`src/rtl/tx_stream_fifo.sv`:
```
`default_nettype none
// ============================================================================
//  Module   : tx_stream_fifo
//  Purpose  : Parametrised transmit FIFO between the transmit data source and
//             the link serialiser. WIDTH-bit words pass through a DEPTH-entry
//             circular buffer with valid/ready handshakes on both sides,
//             first-word fall-through output, a fill level, synchronous
//             flush and a selectable full policy (backpressure, or
//             drop-with-sticky-overflow).
//  Ports    : clk       - rising-edge clock
//             rst_n     - asynchronous active-low reset
//             flush     - synchronous clear of contents and flags
//             in_valid  - producer presents in_data
//             in_data   - word to enqueue
//             in_ready  - buffer accepts (push = in_valid & in_ready)
//             out_valid - out_data holds the oldest word
//             out_data  - head word, 0 when out_valid is low
//             out_ready - consumer takes word (pop = out_valid & out_ready)
//             level     - number of stored words, 0..DEPTH
//             overflow  - sticky flag for a discarded write (DROP_MODE=1)
//  Revision : 1.0 - initial parametrised release
// ============================================================================
module tx_stream_fifo #(
    parameter int WIDTH     = 5,
    parameter int DEPTH     = 4,
    parameter int DROP_MODE = 0
) (
    input  logic                       clk,
    input  logic                       rst_n,
    input  logic                       flush,
    input  logic                       in_valid,
    input  logic [WIDTH-1:0]           in_data,
    output logic                       in_ready,
    output logic                       out_valid,
    output logic [WIDTH-1:0]           out_data,
    input  logic                       out_ready,
    output logic [$clog2(DEPTH):0]     level,
    output logic                       overflow
);

    localparam int AW = $clog2(DEPTH);
    localparam logic [AW:0] c_PTR_ONE = {{AW{1'b0}}, 1'b1};

    // Storage array; deliberately not reset, it is never read while empty.
    logic [WIDTH-1:0] r_mem [DEPTH];

    // Pointers carry one extra wrap bit to tell full from empty.
    logic [AW:0]      r_wr_ptr;
    logic [AW:0]      r_rd_ptr;
    logic             r_overflow;

    logic             w_empty;
    logic             w_full;
    logic             w_in_ready;
    logic             w_drop;
    logic             w_push;
    logic             w_pop;

    assign w_empty = (r_wr_ptr == r_rd_ptr);
    assign w_full  = (r_wr_ptr[AW-1:0] == r_rd_ptr[AW-1:0]) &&
                     (r_wr_ptr[AW]     != r_rd_ptr[AW]);

    generate
        if (DROP_MODE != 0) begin : g_drop
            // Producer is never stalled; a word offered while full is lost
            // and recorded in the sticky overflow flag.
            assign w_in_ready = 1'b1;
            assign w_drop     = in_valid && w_full;
        end else begin : g_backpressure
            // Held low through reset; deliberately independent of out_ready
            // so no ready path runs from consumer to producer.
            assign w_in_ready = rst_n && !w_full;
            assign w_drop     = 1'b0;
        end
    endgenerate

    // The !w_full term matters only in drop mode, where in_ready stays high.
    assign w_push = in_valid && w_in_ready && !w_full;
    assign w_pop  = !w_empty && out_ready;

    always_ff @(posedge clk or negedge rst_n) begin
        if (!rst_n) begin
            r_wr_ptr   <= '0;
            r_rd_ptr   <= '0;
            r_overflow <= 1'b0;
        end else if (flush) begin
            // Flush wins over any concurrent push/pop/drop.
            r_wr_ptr   <= '0;
            r_rd_ptr   <= '0;
            r_overflow <= 1'b0;
        end else begin
            if (w_push) begin
                r_wr_ptr <= r_wr_ptr + c_PTR_ONE;
            end
            if (w_pop) begin
                r_rd_ptr <= r_rd_ptr + c_PTR_ONE;
            end
            if (w_drop) begin
                r_overflow <= 1'b1;
            end
        end
    end

    always_ff @(posedge clk) begin
        if (w_push && !flush) begin
            r_mem[r_wr_ptr[AW-1:0]] <= in_data;
        end
    end

    assign in_ready  = w_in_ready;
    assign out_valid = !w_empty;
    assign out_data  = w_empty ? '0 : r_mem[r_rd_ptr[AW-1:0]];
    // Modulo-2*DEPTH difference of the pointers is exactly the fill count.
    assign level     = r_wr_ptr - r_rd_ptr;
    assign overflow  = r_overflow;

endmodule
`default_nettype wire

```
`config.mk`:
```
export PLATFORM = sky130hd
export DESIGN_NAME = tx_stream_fifo
export DESIGN_NICKNAME = d
export VERILOG_FILES = /design/src/rtl/tx_stream_fifo.sv
export SDC_FILE = /design/constraint.sdc
export NUM_CORES = 1
export LEC_CHECK = 0
export ABC_AREA = 1
export BUFFER_PORTS_ARGS = -buffer_cell sky130_fd_sc_hd__buf_4
export CAP_MARGIN = 40
export CORE_ASPECT_RATIO = 0.9
export CORE_MARGIN = 5
export CORE_UTILIZATION = 40
export DETAILED_ROUTE_END_ITERATION = 12
export PLACE_DENSITY_LB_ADDON = 0.25
export SYNTH_ARGS = -nofsm -noshare
export SYNTH_HDL_FRONTEND = slang
export SYNTH_SLANG_ARGS = --single-unit
```
`constraint.sdc`:
```
create_clock -name clk -period 1.7 [get_ports clk]
set_input_delay 0.255 -clock clk [delete_from_list [all_inputs] [get_ports clk]]
set_output_delay 0.255 -clock clk [all_outputs]
set_load 0.1 [all_outputs]
```
==> run metrics, run 1 <==
Crit Path Class reg2out; FF-to-FF setup slack -0.02 ns; Worst Skew about 0.015 ns; Hold Worst Slack just under 0.1 ns; Reg2Reg Launch Point r_rd_ptr[0]; Worst Hold End r_rd_ptr[1]; final RePlAce weighted congestion 0.775; Die H 64.2 um; Worst Hold Depth 2; grt ovf 0; dpl hpwl between 2000 and 2500 um; Post-Syn Nets approximately 150; simple-gate portion of the synthesized area 19.5%; Seq cells post-synth 26; Mapped Area 1310 um^2; DRT antenna net count 0; Residual DRC 0; post-synthesis mux area share 0%; total routed wirelength 3070 um; Tot Pwr just under 0.003 W; cell family with most CP delay adder cells; CP max-delay cell fa_2; CP Max Fanout 3; Placed Area 1720 um^2; DRT Pass-1 Iters 4; share of cells above drive strength 1 approximately 41%; YS warnings 0; die area around 4500 um^2; clock root cell clkbuf_4; Via density between 4 and 5; nets ~180; vias in the first global route about 1,000; CP Capture Type output pin; Rows 19; H-tree depth 1; core area ~3100 um^2; ratio of final minimum period to clock period 120%; Worst-Skew Late Latency approximately 0.32 ns; xor and xnor fraction of the mapped netlist area a little over 2%; Initial Util about 42%; Clock Tree Buf Depth 2; R2R depth 11; Lkg Pwr ~0.75 nW; final setup TNS -2.15 ns; Avg Cell Area, Syn about 10 um^2; pwr dens between 1500 and 2000 nW/um^2; Slew Viols, Final 0; max_cap viols 0; first-pass GRT wire length about 5000 um; DR iter-0 viols about 40; design area 1890 um^2; crit path launch type flip-flop; hold_sp flush; CTS tree yes; Compound-Gate Fraction of Synth Area under 10%; Post-Synth Adder-Cell Area under 10%; DIE WIDTH between 70 and 80 um; Num CTS Buffers 3; largest net degree at the start of global routing 15; largest family of logic cells by synthesized area simple AND/OR/NAND/NOR gates; minimum clock period after layout 2.04 ns; antenna violations before repair 0; HP Class in2reg; register area share after synthesis 57.5%; RSZ-0062 raised after global routing true; total number of vias roughly 990; Fin. Hold Viols 0; Worst R2R End r_wr_ptr[1]; Max Fclk 0.491 GHz; P&R area growth vs syn 44.9%; Cell variety after synth 23; setup ws final -0.336 ns; WP data required about 1.4 ns; synthesized netlist cell count ~130; Buffers on Ports 19; status finished, violations left; crit-path max cell delay 0.55 ns; clk slew on worst S/H paths approximately 0.15 ns; failing checks negative setup slack; Buf+Inv Stages, Crit Path 2; Total GRT Usage 14.1%; crit-path cells ha_4 > fa_2 > clkinvlp_4 > buf_6; CP Data Arrival Time roughly 1.8 ns; I/O pins 21; Setup Viol. Count Final 10; Ant. Diodes 0; worst slack, placed -0.0923 ns; maximum VDD drop between 0.0008 and 0.0009 V; routed length per instance 15.0 um; clock tree sinks 26
## state kept, by name, indices dropped and copies added, names as in the netlist
register  count
r_rd_ptr      3
r_mem        20
r_wr_ptr      3
## placed cells by master (no fill, tap or decap), types with 3 or more instances in the layout
master / synthesis / routed
edfxtp_1: 20 / 20
a21oi_4: 0 / 5
nand3_1: 6 / 5
dfrtp_1: 6 / 4
o21ai_0: 10 / 9
nand2_1: 11 / 10
nand4_1: 3 / 3
nor2_4: 0 / 3
ha_1: 7 / 5
nor2_1: 27 / 23
inv_1: 13 / 10
buf_4: 2 / 26
buf_12: 0 / 5
clkbuf_4: 0 / 3
nand2_4: 1 / 3
## report_power, final
group | switching (W) | internal, W
sequential | 0.0000307 | 0.000719
combinational | 0.00133 | 0.000597
clock | 0.000182 | 0.0000918
## how the worst max path moves through the flow
stage | from | endpoint | depth (start not counted)
2_1_floorplan | r_rd_ptr[1] | out_data[0] | 7
3_3_place_gp | r_rd_ptr[0] | r_mem[2][0] | 6
3_5_place_dp | r_rd_ptr[0] | r_mem[2][4] | 6
4_1_cts | r_rd_ptr[0] | level[1] | 4
5_1_grt | r_rd_ptr[0] | out_data[4] | 4
6_report | r_rd_ptr[0] | level[1] | 4
## metrics by stage
stage               utilization, %  cells
floorplan                        -    128
global placement              55.5    197
detailed placement            55.5    197
CTS                           59.7    204
global route                  61.2    205
finish                        61.2    205
## cell usage after synthesis
master,count,area [um^2]
xor2_1,1,8.76
xnor2_1,2,17.5
ha_1,7,87.6
a21oi_2,1,8.76
nand2_4,1,11.3
edfxtp_1,20,601
inv_2,2,7.51
clkinv_1,1,3.75
nand3_1,6,30.0
o21ai_0,10,50.1
nand2_1,11,41.3
nand2_2,4,25.0
dfrtp_1,6,150
inv_1,13,48.8
nor2_1,27,101
fa_1,1,20.0
a21oi_1,5,25.0
nand4_1,3,18.8
clkbuf_1,1,3.75
and2_1,1,6.26
nand3_2,2,20.0
buf_4,2,15.0
conb_1,1,3.75
## metal layers
| layer | global-route usage [%] | wire (um) | vias up |
|---|---|---|---|
| li1 | - | - | 488 |
| met1 | 18.1 | 1420 | 477 |
| met2 | 23.8 | 1530 | 16 |
| met3 | 3.76 | 94 | 4 |
| met4 | 3.35 | 29 | 0 |
| met5 | 0 | 0 | - |
## cell families (layout without fill, tap and decap cells)
logic type,count (synthesis),in the layout
AND/OR/NAND/NOR,55,55
flip-flops,26,26
buffers and inverters,19,54
AO/OA/AOI/OAI,16,16
adder cells (fa/ha/maj),8,8
XOR/XNOR,3,3
other,1,1
## area by class of cell
cell class	instances	area (um^2)
Clock buffer	4	26.3
Fill cell	244	1200
Inverter	16	78.8
Multi-Input combinational cell	83	652
Sequential cell	26	753
Tap cell	42	52.6
Timing Repair Buffer	34	328
## repair_timing
| item | in CTS | in global routing |
|---|---|---|
| hold buffers | 1 | 0 |
| pin swaps | 1 | 0 |
| hold endpoints to repair | 6 | 0 |
| buffers inserted | 2 | 1 |
| endpoints found under the setup margin | 29 | 19 |
| resized for setup | 20 | 8 |
Power figures use the tool's default switching activity.
==> inputs of run 2 (changes only) <==
--- a/config.mk
+++ b/config.mk
@@ -12,7 +12,9 @@
 export CORE_MARGIN = 5
 export CORE_UTILIZATION = 40
 export DETAILED_ROUTE_END_ITERATION = 12
+export MAX_ROUTING_LAYER = met4
 export PLACE_DENSITY_LB_ADDON = 0.25
+export SKIP_LAST_GASP = 1
 export SYNTH_ARGS = -nofsm -noshare
 export SYNTH_HDL_FRONTEND = slang
 export SYNTH_SLANG_ARGS = --single-unit
==> run 2 against run 1 <==
Effect of this change:
- the run still ends with negative setup slack left
- clock skew shrank 0.0049 ns
- sequential power about the same
- die area unchanged
- cell count grew 0.98%
- critical endpoint unchanged
==> run metrics, run 2 (same netlist as run 1, synthesis figures left out) <==
antenna violations before repair 0; ratio of final minimum period to clock period 119%; share of cells above drive strength 1 between 40% and 50%; maximum VDD drop 0.000820 V; Final Instance Count excl. Fillers around 210; core area 3090 um^2; final RePlAce weighted congestion about 0.79; die area roughly 4500 um^2; total number of vias roughly 1,000; sequential share of power around 26%; pwr dens around 1600 nW/um^2; failing checks negative setup slack; switching power 0.00153 W; FF-to-FF setup slack -0.03 ns; CP Depth 4; Initial Util 42.2%; CP Data Arrival Time between 1.5 and 2 ns; clock tree sinks 26; CP Capture Type output pin; highest layer used for signal routing met4; FF/Latch Area about 750 um^2; Die H ~64 um; Crit Path Class reg2out; met3 WL approximately 120 um; clock root cell clkbuf_4; Num CTS Buffers 3; Worst Hold End r_rd_ptr[1]; CP Max Fanout 3; Hold Worst Slack ~0.11 ns; Worst Skew between 0.009 and 0.01 ns; CTS tree yes; P_int 0.00139 W; DRT antenna net count 0; crit path launch type flip-flop; dpl hpwl between 2000 and 2500 um; Setup Viol. Count Final 11; largest net degree at the start of global routing 15; first-pass GRT wire length between 4000 and 5000 um; CP max-delay cell fa_2; max_cap viols 0; WP data required between 1 and 1.5 ns; H-tree depth 1; clk slew on worst S/H paths between 0.1 and 0.15 ns; cell family with most CP delay adder cells; final setup TNS -2.03 ns; P&R area growth vs syn 44.0%; Fin. Hold Viols 0; HP Class in2reg; CP startpoint r_rd_ptr[0]; RSZ-0062 raised after global routing true; WL met2 1530 um; Residual DRC 0; Buf+Inv Stages, Crit Path 2; routed length per instance about 15 um; hold_sp flush; placed cell count 197; area occupied by multi-input gates roughly 630 um^2; Rows 19; met1 wire length 1360 um; DIE WIDTH roughly 70 um; grt ovf 0; I/O pins 21; Via density 4.86; Max Fclk between 0.4 and 0.5 GHz; DRT Pass-1 Iters 4; Lkg Pwr 0.758 nW; vias in the first global route between 900 and 1,000; crit-path max cell delay 0.55 ns; number of flip-flops under the largest register name 20; layout filler cell count between 200 and 250; nets ~180; status finished, violations left; Reg2Reg Launch Point r_rd_ptr[0]; Worst-Skew Late Latency between 0.3 and 0.4 ns; setup ws final -0.327 ns; sw frac about 52%; Worst R2R End r_wr_ptr[1]; crit-path cells ha_4 > fa_2 > clkinvlp_4 > buf_6; Comb pwr share roughly 65%; Clock Tree Buf Depth 2; Ant. Diodes 0; Worst Hold Depth 2; power share of the clock group a little under a tenth; commonest non-fill, non-tap cell in the layout buf_4; Slew Viols, Final 0; Buffers on Ports 19; Total GRT Usage roughly 14%; total routed wirelength 3050 um; R2R depth 11; fin util approximately three fifths; most frequent cells in the layout 28 x buf_4, 23 x nor2_1, 20 x edfxtp_1; minimum clock period after layout just over 2 ns; DR iter-0 viols 38
-- run 2: metal layers --
metal  track usage (%)  vias up
met1              17.9      481
met2              23.9       29
met3              3.76        4
met5                 -        -
li1                  -      493
met4              3.35        0
-- run 2: cell type report --
| type | count | area share [%] |
|---|---|---|
| tap | 42 | 2.80 |
| multi-input combinational | 83 | 33.8 |
| clock buffer | 4 | 1.40 |
| inverter | 16 | 4.19 |
| timing repair buffer | 36 | 17.8 |
| sequential | 26 | 40.1 |
-- run 2: worst max path at each step --
stage | slack, ns | endpoint
detailed placement | -0.09 | r_mem[2][4]
global placement | 0.003 | r_mem[2][0]
global route | -0.39 | out_data[4]
floorplan | -0.22 | out_data[0]
CTS | -0.34 | level[1]
finish | -0.33 | level[1]
-- run 2: worst reg2reg max path, delay by kind of cell, from the launching register on --
family        cells  cell delay, ns
buf+inv           4            0.45
fa+ha+maj         1            0.30
simple gates      6            0.40
flops             1            0.47
-- run 2: repair_timing --
action / 4_1_cts / 5_1_grt
buffers inserted: 2 / 3
gates resized for setup: 19 / 4
pin swaps: 1 / 0
endpoints found under the hold margin: 6 / 0
setup endpoints to repair: 29 / 19
hold buffers: 1 / 0
-- run 2: metrics by stage --
step	area, um^2	total power, W	setup slack, ns
finish	1880	0.00292	-0.327
global route	1880	0.00305	-0.393
CTS	1840	0.00291	-0.338
detailed placement	1720	0.00248	-0.0923
global placement	1720	0.00246	0.00289
floorplan	1460	0.00216	-0.220
-- run 2: power groups by stage --
stage          clock, W  combinational [W]  sequential, W
2_1_floorplan         0            0.00139       0.000767
3_3_place_gp          0            0.00171       0.000760
3_5_place_dp          0            0.00172       0.000762
4_1_cts        0.000282            0.00188       0.000750
5_1_grt        0.000303            0.00199       0.000753
6_report       0.000266            0.00190       0.000750
